<file path="src/rtl/vote_pkg.sv">
// rtl/vote_pkg.sv - shared state type, ballot weights and voter-group widths for the vote session controller
package vote_pkg;

  typedef enum logic [1:0] {
    IDLE  = 2'd0,
    OPEN  = 2'd1,
    TALLY = 2'd2,
    DONE  = 2'd3
  } state_t;

  localparam int W_NP   = 1;
  localparam int W_VIP  = 4;
  localparam int W_VVIP = 16;

  localparam int NP_N  = 32;
  localparam int VIP_N = 8;

endpackage

</file>
<file path="src/rtl/vote_popcount.sv">
// rtl/vote_popcount.sv - combinational population count of an N-bit vector
module vote_popcount #(
  parameter int N = 8,
  parameter int W = $clog2(N + 1)
) (
  input  logic [N-1:0] bits,
  output logic [W-1:0] count
);

  // Sum the set bits; a plain adder chain is enough at these widths.
  always_comb begin
    count = '0;
    for (int i = 0; i < N; i++) begin
      count = count + W'(bits[i]);
    end
  end

endmodule

</file>
<file path="src/rtl/vote_session_ctrl.sv">
// rtl/vote_session_ctrl.sv - weighted one-vote-per-voter session controller; VVIP ballot counted only when VOTE_VVIP_EN is defined
module vote_session_ctrl
  import vote_pkg::*;
#(
  parameter int WINDOW = 16,
  parameter int THRESH = 41
) (
  input  logic        clk,
  input  logic        reset,
  input  logic        start,
  input  logic        close,
  input  logic [31:0] np,
  input  logic [7:0]  vip,
  input  logic        vvip,
  output logic [7:0]  result,
  output logic        busy,
  output logic        done,
  output logic        pass
);

  localparam logic [7:0] WIN_LAST = 8'(WINDOW - 1);
  localparam logic [7:0] THRESH_B = 8'(THRESH);

  state_t             state;
  state_t             state_next;
  logic [7:0]         win_cnt;
  logic [NP_N-1:0]    np_mask;
  logic [VIP_N-1:0]   vip_mask;
  logic [NP_N-1:0]    np_new;
  logic [VIP_N-1:0]   vip_new;
  logic [5:0]         np_cnt;
  logic [3:0]         vip_cnt;
  logic [7:0]         add_val;

  assign np_new  = np  & ~np_mask;
  assign vip_new = vip & ~vip_mask;

  vote_popcount #(.N(NP_N)) u_np_count (
    .bits  (np_new),
    .count (np_cnt)
  );

  vote_popcount #(.N(VIP_N)) u_vip_count (
    .bits  (vip_new),
    .count (vip_cnt)
  );

`ifdef VOTE_VVIP_EN
  logic vvip_mask;
  logic vvip_new;

  assign vvip_new = vvip & ~vvip_mask;

  // Weighted sum of this cycle's first-time ballots, VVIP included.
  always_comb begin
    add_val = 8'(int'(np_cnt) * W_NP + int'(vip_cnt) * W_VIP + int'(vvip_new) * W_VVIP);
  end

  // The single VVIP voted bit: cleared on session open, set once the VVIP has voted.
  always_ff @(posedge clk or negedge reset) begin
    if (!reset) begin
      vvip_mask <= 1'b0;
    end else if (state == IDLE && start) begin
      vvip_mask <= 1'b0;
    end else if (state == OPEN) begin
      vvip_mask <= vvip_mask | vvip;
    end
  end
`else
  logic unused_vvip;
  assign unused_vvip = vvip;

  // Weighted sum of this cycle's first-time ballots; the VVIP seat does not exist here.
  always_comb begin
    add_val = 8'(int'(np_cnt) * W_NP + int'(vip_cnt) * W_VIP);
  end
`endif

  // State register.
  always_ff @(posedge clk or negedge reset) begin
    if (!reset) begin
      state <= IDLE;
    end else begin
      state <= state_next;
    end
  end

  // Next-state and status decode; busy/done follow the state so reset clears them at once.
  always_comb begin
    state_next = state;
    busy       = 1'b0;
    done       = 1'b0;
    case (state)
      IDLE: begin
        if (start) state_next = OPEN;
      end
      OPEN: begin
        busy = 1'b1;
        if (close || win_cnt == WIN_LAST) state_next = TALLY;
      end
      TALLY: begin
        busy       = 1'b1;
        state_next = DONE;
      end
      DONE: begin
        done       = 1'b1;
        state_next = IDLE;
      end
      default: state_next = IDLE;
    endcase
  end

  // Session datapath: clear on open, accumulate first-time ballots in OPEN, decide pass in TALLY.
  always_ff @(posedge clk or negedge reset) begin
    if (!reset) begin
      result   <= 8'd0;
      pass     <= 1'b0;
      win_cnt  <= 8'd0;
      np_mask  <= '0;
      vip_mask <= '0;
    end else if (state == IDLE && start) begin
      result   <= 8'd0;
      pass     <= 1'b0;
      win_cnt  <= 8'd0;
      np_mask  <= '0;
      vip_mask <= '0;
    end else if (state == OPEN) begin
      result   <= result + add_val;
      win_cnt  <= win_cnt + 8'd1;
      np_mask  <= np_mask | np;
      vip_mask <= vip_mask | vip;
    end else if (state == TALLY) begin
      pass <= (result >= THRESH_B);
    end
  end

endmodule

</file>
<file path="config.mk">
export PLATFORM = sky130hd
export DESIGN_NAME = vote_session_ctrl
export DESIGN_NICKNAME = d
export VERILOG_FILES = /design/src/rtl/vote_pkg.sv /design/src/rtl/vote_popcount.sv /design/src/rtl/vote_session_ctrl.sv
export SDC_FILE = /design/constraint.sdc
export NUM_CORES = 1
export LEC_CHECK = 0
export CAP_MARGIN = 20
export CORE_MARGIN = 4
export CORE_UTILIZATION = 50
export DETAILED_ROUTE_END_ITERATION = 6
export DONT_BUFFER_PORTS = 1
export PLACE_DENSITY_LB_ADDON = 0.15
export SKIP_CTS_REPAIR_TIMING = 1
export SYNTH_ARGS = -nofsm -noshare
export SYNTH_HDL_FRONTEND = slang
export SYNTH_SLANG_ARGS = --single-unit
export TNS_END_PERCENT = 100
</file>
<file path="constraint.sdc">
create_clock -name clk -period 7.7 [get_ports clk]
set_clock_uncertainty 0.2 [all_clocks]
set_input_delay 1.155 -clock clk [delete_from_list [all_inputs] [get_ports clk]]
set_output_delay 1.155 -clock clk [all_outputs]
set_load 0.005 [all_outputs]
</file>
==> out/metrics.yaml <==
netlist_top_cells_area: "dfrtp_1, fa_1, ha_1, a21oi_1, inv_1"
cts_tree: "built"
synth.distinct_cells: 36
drtIter0Drc: 67
fill_cells: 684
initial_core_util_pct: 52.56
clk_pin_slew_ns: 0.07
end_kind: "register"
avgRoutedWirePerCell_um: 13.68
synthFlopType: "dfrtp_1"
cts.sinks: 59
crit_type: "input port to register"
drc: 0
synth_seq_cells: 59
final_util_pct: 57.12
synth-edff-count: 0
antenna_found_initial: 0
grt_overflow: 0
final_layout_size_suffix_gt1_share_pct: 8.642
n_antenna_cell: 0
via_count: 2525
avgSynthCellArea_um2: 9.908
dpl_cell_area_um2: 4018
critPathMaxFanout: 3
dp.cells: 487
fin_hold_ws_ns: 0.2813
status: "completed"
wl_mm: 6.894
required_ns: 7.76
multi_input_area_um2: 2183
seq_area_um2: 1476
hpwl_mm: 4.997
synth_warnings: 0
htreeDepth: 3
worstSetupStartpointType: "input port"
hold_viol_final: 0
finalCritPeriodShare_pct: 95.44
fmax_mhz: 136.1
postRouteAntennaNets: 0
finalMaxSlewViolations: 0
grt_max_degree: 60
syn-cell-area_um2: 3894
clk_path_buf_depth: 2
area_growth_pct: 8.676
synth-seq-area-share_pct: 37.92
insertion_delay_ns: 0.34
async_flop_share_pct: 100.0
io_buffers: 0
cts-buffers-inserted: 9
track_usage_pct: 17.00
hp-class: "register to register"
synth_top_area_share_pct: 37.92
synth_top_area_cell: "dfrtp_1"
max_cap_violations: 0
core-area_um2: 7408
io_pins: 56
rows: 31
firstDrtPassIters: 4
viasPerCell: 5.010
min_period_ns: 7.349
dieArea_um2: 9263
fp.dieH_um: 96.25
worstMarginPinSlew_ns: 0.6139
setup_viol: 0
die_w_um: 96.25
clockRootBuffer: "clkbuf_8"
grt_pass1_vias: 2594
fin_nets: 503
stdcell_area_um2: 4232
stdcell_count: 504
slew-limit-headroom_pct: 59.08
grt_pass1_wl_mm: 11.82
synth_nets: 496
syn-instance-count: 393
gp_congestion: 0.8268
rsz0062_at_grt: "false"
critical_path_arrival_ns: 7.41
## state kept, by name, summed over array words and instances (netlist names)
signal	cells
vip_mask	8
state	2
pass	1
result	8
win_cnt	8
np_mask	32
## cell families after synthesis
family          after synthesis  synth area share [%]
compound gates               68                 9.865
xor+xnor                     11                 2.474
fa+ha+maj                    58                 25.00
simple gates                124                 16.13
mux                           7                 1.960
flops                        59                 37.92
buf+inv                      66                 6.652
## layout make-up
cell class              count  area share (%)
flip-flops and latches     59           34.89
clock inverters             2          0.2365
multi-input cells         268           51.60
clock buffers              14           3.844
repair buffers              8           1.715
inverters                  54           4.790
well taps                  99           2.927
## cell usage in the layout, fill, tap and decap left out, drive strengths merged, types with 2 or more instances in the layout
cell,instances
inv,54
nand2,9
a211oi,2
fa,33
nand2b,23
nor2b,22
xor2,8
nand3,2
nand4,3
and2,2
o21ai,8
ha,25
nor4,2
nor3b,2
buf,8
a21oi,48
clkbuf,14
clkinv,2
nor2,54
a21o,5
or3,2
dfrtp,59
xnor2,3
mux2i,5
mux2,2
## metal layers
metal | wire (µm) | global-route usage, % | up-vias
met1 | 3211 | 22.92 | 1202
met4 | 109 | 7.583 | 0
li1 | - | - | 1267
met5 | 0 | 0 | -
met2 | 3035 | 24.78 | 46
met3 | 538 | 5.786 | 10
## final timing paths
check | from | to | slack, ns | depth (start not counted)
min in group asynchronous | reset | pass$_DFFE_PN0P_ | 0.31 | 0
worst max register to register | np_mask[0]$_DFFE_PN0P_ | result[6]$_DFFE_PN0P_ | 0.83 | 24
worst max-delay path | np[0] | result[6]$_DFFE_PN0P_ | 0.35 | 24
worst min-delay path | np_mask[31]$_DFFE_PN0P_ | np_mask[31]$_DFFE_PN0P_ | 0.28 | 2
worst min register to register | np_mask[31]$_DFFE_PN0P_ | np_mask[31]$_DFFE_PN0P_ | 0.28 | 2
max in group asynchronous | reset | vip_mask[1]$_DFFE_PN0P_ | 6.89 | 0
## critical path: stages
cell and delay (ns):
nor2b_1 0.11, ha_1 0.28, inv_1 0.07, fa_1 0.44, fa_1 0.56, fa_1 0.45
fa_1 0.51, fa_1 0.50, inv_1 0.05, fa_1 0.47, fa_2 0.40, inv_1 0.08
fa_2 0.19, inv_1 0.04, a21o_1 0.17, a21oi_2 0.14, xor2_1 0.10, fa_1 0.56
inv_2 0.05, ha_4 0.23, and2_1 0.16, a32oi_1 0.21, mux2_2 0.35, o22ai_1 0.12
## metrics by stage
step | setup TNS [ns] | setup slack, ns
6_report | 0 | 0.3515
5_1_grt | 0 | 0.07541
4_1_cts | 0 | 0.1369
3_5_place_dp | -0.3631 | -0.2085
3_3_place_gp | -0.2112 | -0.1593
2_1_floorplan | 0 | 0.04057
## cells in the mapped netlist (3+ instances only)
cell type   n
a21oi_1    47
buf_2       6
nor2b_1    22
xor2_1      8
nand2_1     9
nand2b_1   23
ha_1       25
inv_1      54
dfrtp_1    59
a21o_1      5
nor2_1     54
fa_1       33
clkbuf_1    5
o21ai_0     8
mux2i_1     5
nand4_1     3
xnor2_1     3
Power is left out: the tool's default activity adds up to more than one toggle a clock period on the data nets, which glitch-free logic cannot reach.
